==> src/rtl/instr_fetch_unit_pkg.sv <==
// Shared definitions for the instruction fetch unit and its program store.
// These are the opcode values, the fetch FSM encoding and the default widths shared with simple_cpu.
package instr_fetch_unit_pkg;

    localparam int INSTR_WIDTH_DEF = 20;
    localparam int ADDR_BITS_DEF   = 5;
    localparam int CNT_WIDTH_DEF   = 8;
    localparam int OPCODE_BITS     = 4;

    localparam logic [OPCODE_BITS-1:0] OP_NOP  = 4'h0;
    localparam logic [OPCODE_BITS-1:0] OP_LOAD = 4'h1;
    localparam logic [OPCODE_BITS-1:0] OP_ADD  = 4'h2;
    localparam logic [OPCODE_BITS-1:0] OP_SUB  = 4'h3;
    localparam logic [OPCODE_BITS-1:0] OP_HALT = 4'hF;

    typedef enum logic [1:0] {
        ST_IDLE  = 2'd0,
        ST_FETCH = 2'd1,
        ST_ISSUE = 2'd2,
        ST_HALT  = 2'd3
    } fetch_state_t;

    // True when the opcode terminates fetch.
    function automatic logic is_halt(input logic [OPCODE_BITS-1:0] opcode,
                                     input logic [OPCODE_BITS-1:0] halt_opcode);
        return opcode == halt_opcode;
    endfunction

endpackage

==> src/rtl/instr_fetch_unit_rom.sv <==
// Program store: a 2**ADDR_BITS x DATA_WIDTH array.
// It has a synchronous write and a registered read.
// The array itself is never reset, so a loaded program survives rst.
// Only the read register clears on reset, because it feeds the instruction output directly.
module instr_fetch_unit_rom
    import instr_fetch_unit_pkg::*;
#(
    parameter int DATA_WIDTH = INSTR_WIDTH_DEF,
    parameter int ADDR_BITS  = ADDR_BITS_DEF
) (
    input  logic                  clk,
    input  logic                  rst,
    input  logic                  wr_en,
    input  logic [ADDR_BITS-1:0]  wr_addr,
    input  logic [DATA_WIDTH-1:0] wr_data,
    input  logic                  rd_en,
    input  logic [ADDR_BITS-1:0]  rd_addr,
    output logic [DATA_WIDTH-1:0] rd_data
);

    logic [DATA_WIDTH-1:0] mem [0:(2**ADDR_BITS)-1];
    logic [DATA_WIDTH-1:0] rd_data_reg;

    // Array write port; no reset so the store maps onto block RAM.
    always_ff @(posedge clk) begin
        if (wr_en) begin
            mem[wr_addr] <= wr_data;
        end
    end

    // Registered read.
    // The value is held between reads so the consumer sees a stable word.
    always_ff @(posedge clk or posedge rst) begin
        if (rst) begin
            rd_data_reg <= '0;
        end else if (rd_en) begin
            rd_data_reg <= mem[rd_addr];
        end
    end

    assign rd_data = rd_data_reg;

endmodule

==> src/rtl/instr_fetch_unit.sv <==
// Instruction fetch unit: issues words from the program store to the CPU with a valid/ready handshake.
// The PC steps sequentially or takes a branch target on each handshake.
// Fetch stops once a HALT word has been accepted.
module instr_fetch_unit
    import instr_fetch_unit_pkg::*;
#(
    parameter int                     INSTR_WIDTH = INSTR_WIDTH_DEF,
    parameter int                     ADDR_BITS   = ADDR_BITS_DEF,
    parameter logic [OPCODE_BITS-1:0] HALT_OPCODE = OP_HALT,
    parameter int                     CNT_WIDTH   = CNT_WIDTH_DEF
) (
    input  logic                   clk,
    input  logic                   rst,
    input  logic                   prog_wen,
    input  logic [ADDR_BITS-1:0]   prog_addr,
    input  logic [INSTR_WIDTH-1:0] prog_data,
    input  logic                   start,
    input  logic                   instr_ready,
    input  logic                   branch_valid,
    input  logic [ADDR_BITS-1:0]   branch_target,
    output logic [INSTR_WIDTH-1:0] instruction,
    output logic                   instr_valid,
    output logic [ADDR_BITS-1:0]   pc,
    output logic                   halted,
    output logic [CNT_WIDTH-1:0]   issued_count
);

    fetch_state_t           state_reg;
    logic [ADDR_BITS-1:0]   pc_reg;
    logic                   valid_reg;
    logic                   halted_reg;
    logic [CNT_WIDTH-1:0]   count_reg;

    logic                   loadable;
    logic                   store_wen;
    logic                   store_ren;
    logic                   handshake;
    logic [OPCODE_BITS-1:0] opcode;

    // The loader port and start are only honoured while fetch is stopped.
    assign loadable  = (state_reg == ST_IDLE) || (state_reg == ST_HALT);
    assign store_wen = prog_wen & loadable;
    assign store_ren = (state_reg == ST_FETCH);
    assign handshake = (state_reg == ST_ISSUE) & valid_reg & instr_ready;
    assign opcode    = instruction[INSTR_WIDTH-1 -: OPCODE_BITS];

    // The store's read register doubles as the instruction output register.
    // It is only loaded in FETCH, so the word is held steady throughout ISSUE.
    instr_fetch_unit_rom #(
        .DATA_WIDTH (INSTR_WIDTH),
        .ADDR_BITS  (ADDR_BITS)
    ) u_rom (
        .clk     (clk),
        .rst     (rst),
        .wr_en   (store_wen),
        .wr_addr (prog_addr),
        .wr_data (prog_data),
        .rd_en   (store_ren),
        .rd_addr (pc_reg),
        .rd_data (instruction)
    );

    // Fetch FSM with registered PC, valid, halted and issue counter.
    always_ff @(posedge clk or posedge rst) begin
        if (rst) begin
            state_reg  <= ST_IDLE;
            pc_reg     <= '0;
            valid_reg  <= 1'b0;
            halted_reg <= 1'b0;
            count_reg  <= '0;
        end else begin
            case (state_reg)
                ST_IDLE, ST_HALT: begin
                    if (start) begin
                        halted_reg <= 1'b0;
                        pc_reg     <= '0;
                        count_reg  <= '0;
                        state_reg  <= ST_FETCH;
                    end
                end
                ST_FETCH: begin
                    valid_reg <= 1'b1;
                    state_reg <= ST_ISSUE;
                end
                ST_ISSUE: begin
                    if (handshake) begin
                        count_reg <= count_reg + CNT_WIDTH'(1);
                        valid_reg <= 1'b0;
                        if (is_halt(opcode, HALT_OPCODE)) begin
                            // A branch presented alongside HALT is deliberately dropped.
                            halted_reg <= 1'b1;
                            state_reg  <= ST_HALT;
                        end else begin
                            pc_reg    <= branch_valid ? branch_target : pc_reg + ADDR_BITS'(1);
                            state_reg <= ST_FETCH;
                        end
                    end
                end
                default: state_reg <= ST_IDLE;
            endcase
        end
    end

    assign instr_valid  = valid_reg;
    assign pc           = pc_reg;
    assign halted       = halted_reg;
    assign issued_count = count_reg;

endmodule
==> config.mk <==
export PLATFORM = sky130hd
export DESIGN_NAME = instr_fetch_unit
export DESIGN_NICKNAME = d
export VERILOG_FILES = /design/src/rtl/instr_fetch_unit_pkg.sv /design/src/rtl/instr_fetch_unit_rom.sv /design/src/rtl/instr_fetch_unit.sv
export SDC_FILE = /design/constraint.sdc
export NUM_CORES = 1
export LEC_CHECK = 0
export CAP_MARGIN = 0
export CELL_PAD_IN_SITES_DETAIL_PLACEMENT = 1
export CELL_PAD_IN_SITES_GLOBAL_PLACEMENT = 2
export CORE_ASPECT_RATIO = 0.8
export CORE_MARGIN = 2
export CORE_UTILIZATION = 45
export CTS_BUF_LIST = sky130_fd_sc_hd__clkbuf_4 sky130_fd_sc_hd__clkbuf_8
export CTS_CLUSTER_SIZE = 25
export DETAILED_ROUTE_END_ITERATION = 8
export PLACE_DENSITY_LB_ADDON = 0.1
export SLEW_MARGIN = 20
export SYNTH_ARGS = -nofsm -noshare
export SYNTH_HDL_FRONTEND = slang
export SYNTH_SLANG_ARGS = --single-unit
==> constraint.sdc <==
create_clock -name clk -period 2.75 [get_ports clk]
set_input_delay 0.55 -clock clk [delete_from_list [all_inputs] [get_ports clk]]
set_output_delay 0.55 -clock clk [all_outputs]
set_load 0.005 [all_outputs]
# Yosys cells after proc, flatten, opt, wreduce, memory -nomap -nowiden
# Memory sizes are Yosys's and may differ from the RTL's. A register that Yosys moved wholly into a read port is not among the register bits.
# Cells that the tools add are included.
# totals
ram_bits	640
word_cells	49
ff_bits	17
out_inout_bits	35
in_bits	36
n_memories	1
# classes
mux	20
n_reduce_logical	10
eq_ne	8
add_sub_neg	2
n_bitwise	3
# memory_table
memory	depth	width	read_ports	rd_clocked_by_memory_dff	wr	line	rtl
u_rom.mem	32	20	1	1	1	instr_fetch_unit_rom.sv:21	logic [DATA_WIDTH-1:0] mem [0:(2**ADDR_BITS)-1];
# op_table
op	count
$mux W5	4
$mux W8	2
$pmux W8 S2	1
$pmux W5 S2	1
$add A8 B1 Y8 const B	1
$reduce_and A4 Y1	2
$mux W1	6
$mux W2	3
$ne A2 B2 Y1 const B	3
$pmux W2 S3	1
$add A5 B1 Y5 const B	1
$eq A2 B2 Y1 const B	2
$eq A4 B4 Y1 const B	1
$pmux W1 S2	2
$reduce_and A2 Y1	2
$reduce_bool A2 Y1	2
$and A1 B1 Y1	3
$reduce_and A3 Y1	1
$eq A2 B1 Y1 const B	1
$logic_not A2 Y1	1
$ne A2 B1 Y1 const B	1
$reduce_or A2 Y1	1
$logic_or A1 B1 Y1	1

# Depth between registers and ports, before layout
# depth
word_depth	5
ltp_mapped	10
ltp_nobuf	7

# Cells and area by module
# From an unflattened synthesis, not the netlist that was laid out.
# unflattened
hier_cells	1504
hier_area_um2	26698.1
# by_module_without_submodules
mod	n_inst	seq_area_each_um2	area_each_um2	cells_per_inst
instr_fetch_unit_rom	1	19718.9	25717.2	1396
instr_fetch_unit	1	425.4	980.9	108

# Least setup slack after synthesis
# Ideal clock, no wire load.
# synth_timing
kind	flip-flop to flip-flop
startpoint	register state_reg[0]
endpoint	memory u_rom.mem[12][0] (netlist bit) (enable)
t_arrival_ps	2205
required_time_ps	2353
setup_ps	397
path_buffers	1
synth_period_minus_slack_ps	2602
path_stages_with_launch	7
slack_ps	148
cell_sequence	dfrtp_1 inv_1 ha_1 nand2_1 or3_1 clkbuf_1 nor2_1
# synth_between
elab_chain_cells	5
elab_cells_between_ends	6
classes_between	eq/ne: 1; mux: 2; bitwise: 1; reduce/logical: 2
# synth_rtl
element	line	rtl
start: declaration	instr_fetch_unit.sv:28	fetch_state_t state_reg;
start signal: assignment	instr_fetch_unit.sv:66	state_reg <= ST_IDLE;
start signal: assignment	instr_fetch_unit.sv:78	state_reg <= ST_FETCH;
start signal: assignment	instr_fetch_unit.sv:83	state_reg <= ST_ISSUE;
$eq A2 B2 Y1 or $logic_not A2 Y1 (tied branches)	instr_fetch_unit.sv:41	assign loadable = (state_reg == ST_IDLE) || (state_reg == ST_HALT);
$logic_or A1 B1 Y1 (*)	instr_fetch_unit.sv:41	
$and A1 B1 Y1 (*)	instr_fetch_unit.sv:42	assign store_wen = prog_wen & loadable;
$mux W1 (*)	instr_fetch_unit_rom.sv:26	if (wr_en) begin
$mux W1 (not written as such) (*)	instr_fetch_unit_rom.sv:27	mem[wr_addr] <= wr_data;
end: declaration	instr_fetch_unit_rom.sv:21	
# Every way passes the cells marked *; elsewhere a longest branch is shown, timed or not.

# Worst setup path in the final report
# layout_timing
startpoint	register pc_reg[3] (netlist: pc[3])
endpoint	output port pc[3]
# layout_lines
element	line	rtl
start: declaration	instr_fetch_unit.sv:29	logic [ADDR_BITS-1:0] pc_reg;
start signal: assignment	instr_fetch_unit.sv:94	pc_reg <= branch_valid ? branch_target : pc_reg + ADDR_BITS'(1);
end: declaration	instr_fetch_unit.sv:23	output logic [ADDR_BITS-1:0] pc,
# No word-level cell between the ends.

==> results.txt <==
Worst setup timing slack at the placement stage = 137.6 ps
Placed cells = 2289
Cells taking the most area after synthesis = sky130_fd_sc_hd__edfxtp_1, sky130_fd_sc_hd__mux4_2, sky130_fd_sc_hd__mux2i_1
WP data arrival = 2100 ps
Maximum clock frequency = 377.8 MHz
Leak pwr = 9.998 nW
TritonCTS sink count = 677
Transition at the pin with the smallest max-transition slack = 721.4 ps
Net Count, Synth = 1411
Wire per inst = 28.88 um
Maximum level of the CTS H-tree = 3
Clock Pin Slew Worst Setup and Hold Paths = 60 ps
Bufs on Longest Clock Path = 3
Area of the die = 60880 um2
FP Rows = 79
Synth cell types = 45
Post-cts hold buffer count = 0
Number of max-slew violations in the final report = 0
Clock Skews = 34.60 ps
Worst slew slack as a fraction of its limit = 0.5184
Setup violation total in the final timing report = 0
Total power divided by cell area = 856.0 nW/um2
Category of the worst setup path capture point = primary output
Category of the most critical setup path = reg -> out
Final Worst Setup Slack = 103.0 ps
Clock latency of the later-clocked register in the worst-skew pair = 720 ps
Portion of the clock cycle consumed by the worst path in the final layout = 0.9625
Kind of cell with the highest combined delay on the critical path = flip-flops
Vias = 14090
Weighted congestion at the end of routability-driven global placement = 0.8194
Post-Route Setup TNS = 0 ps
Cell breakdown of the critical path = clkdlybuf4s50_1
Type of origin of the critical path = flop
Share of layout cells above drive strength 1 = 0.2905
Number of vias per cell = 5.681
DRC violation count after routing = 0
Library cell contributing the largest single delay on the critical path = sky130_fd_sc_hd__dfrtp_4
Required time of the critical path = 2200 ps
Critical path peak fanout = 29
Final Hold Vio Count = 0
Total Wirelength = 71620 um
Post-route minimum period = 2647 ps
Horiz. Die Dim = 275.4 um
Max Cap Violations = 0
Synth async-reset ratio = 0.05465
Status = complete, no violations
Worst vdd rail ir drop = 0.4070 mV
Antenna Nets Post-Route = 0
Summed area of non-filler cells in the final layout = 31520 um2
Maximum single-stage delay on the critical path = 760 ps
Vias in the first global route = 14650
Length in cells of the worst reg-to-reg path = 9
Total of fill cells in the finished design = 5199
Post-Synthesis Cells = 1370
Starting DRT DRC Count = 1349
Number of flops mapped to enable cells by yosys = 640
Count of nets after finishing = 1670
Post-synth top area share = 0.7250
Worst Hold Class = in -> async
Hold slack final = 289.5 ps
Starting density of the core = 0.4553
Placed wire-length estimate after detailed placement = 45290 um
Stages on worst setup path = 1
Number of cells in the finished layout apart from fillers = 2480
Most used cells in the layout excluding fill and tap cells = sky130_fd_sc_hd__edfxtp_1, sky130_fd_sc_hd__mux2i_1, sky130_fd_sc_hd__buf_4
Antenna diodes = 0
Area grow syn2layout = 18.90%
Initial DRT Pass Iterations = 5
Remaining global-route overflow = 0
Port-buffer cells = 70
Area after detailed placement = 29440 um2
Number of warning messages in the yosys log = 0
Flip-flop and latch count after synthesis = 677
Vertical die dimension = 221.1 um
TritonCTS clock tree = built
Bufs and invs on worst path = 1
Number of buffers created by CTS = 105
Area leader, netlist = sky130_fd_sc_hd__edfxtp_1
Prevailing post-synth register cell = sky130_fd_sc_hd__edfxtp_1
Total GRT Usage = 0.2407
Per-instance average area after synthesis = 19.35 um2
Antenna violations before repair = 3
Area of the core = 58220 um2
Clk Tree Root Cell = sky130_fd_sc_hd__clkbuf_8
Netlist area before placement = 26510 um2
Number of I/O pins = 71
Leading cell type in the layout, fill and taps excluded = sky130_fd_sc_hd__edfxtp_1
Maximum number of pins on one net before global-route repair = 34
Max FFs per register = 640
Setup repair after global routing missed its margin = no
Global-route wire length before repair = 104100 um
Sequential area share after synthesis = 0.7599
==> power breakdown <==
group	total, mW	switching [mW]	internal, mW	leakage, nW
Combinational	6.71	3.69	3.02	2.67
Clock	8.34	3.93	4.42	1.10
Sequential	11.9	0.313	11.6	6.23
==> layer usage <==
layer / track usage / routed length, um / vias up / share of wire
met1: 0.3762 / 33810 / 7518 / 0.47
met4: 0.04446 / 771 / 0 / 0.011
met5: 0 / 0 / - / 0
met3: 0.06186 / 4926 / 59 / 0.069
met2: 0.3441 / 32110 / 422 / 0.45
li1: - / - / 6089 / -
==> timing repair <==
action	4_1_cts	5_1_grt
hold endpoints to repair	0	0
resized for setup	0	1
setup endpoints to repair	0	2
buffers inserted	0	2
==> path summary, 6_finish.rpt <==
kind / start / to / slack [ps]
min reg2reg: u_rom.rd_data[6]$_DFFE_PP0P_ / u_rom.rd_data[6]$_DFFE_PP0P_ / 540
min in group clk: instr_ready / instr_valid$_DFFE_PP0P_ / 470
max in group asynchronous: rst / u_rom.rd_data[12]$_DFFE_PP0P_ / 1820
min: rst / u_rom.rd_data[18]$_DFFE_PP0P_ / 290
max: pc[3]$_DFFE_PP0P_ / pc[3] / 100
max reg2reg: pc[0]$_DFFE_PP0P_ / u_rom.rd_data[13]$_DFFE_PP0P_ / 170
==> area by class of cell <==
| class | instances | area [um2] | area share |
|---|---|---|---|
| Inverter | 11 | 41.29 | 0.001310 |
| Clock buffer | 154 | 1851 | 0.05871 |
| Tap cell | 769 | 962.2 | 0.03053 |
| Sequential cell | 677 | 20160 | 0.6396 |
| Clock inverter | 35 | 212.7 | 0.006748 |
| Multi-Input combinational cell | 608 | 6035 | 0.1914 |
| Timing Repair Buffer | 226 | 2260 | 0.07169 |
==> cells by family after synthesis <==
| group | Yosys count | share of synthesized area |
|---|---|---|
| mux | 252 | 0.1487 |
| fa+ha+maj | 5 | 0.002360 |
| simple gates | 214 | 0.03894 |
| buf+inv | 85 | 0.01567 |
| compound gates | 137 | 0.03441 |
| flops | 677 | 0.7599 |
==> Yosys cell counts (all sizes together), types with 2 or more instances <==
cell / count
a22o: 2
nand2b: 6
a2111oi: 5
ha: 5
clkbuf: 29
edfxtp: 640
nand2: 53
nand3b: 3
a211o: 6
o21ai: 37
or3: 2
o221ai: 8
nor2b: 20
nor2: 68
nor4: 2
or2: 4
dfrtp: 37
nor3: 27
nor4b: 14
inv: 11
a21o: 3
mux4: 112
o21a: 14
mux2i: 125
nand3: 10
a21oi: 5
mux2: 15
o31ai: 3
o22ai: 48
and2: 2
buf: 45
==> through the flow <==
stage	total power, mW	utilization
6_report	26.98	0.5414
5_1_grt	28.09	0.5414
4_1_cts	27.19	0.5411
3_5_place_dp	18.85	0.5056
3_3_place_gp	18.77	0.5056
2_1_floorplan	15.74	-
Note: power is estimated with default switching activity, not from simulation.
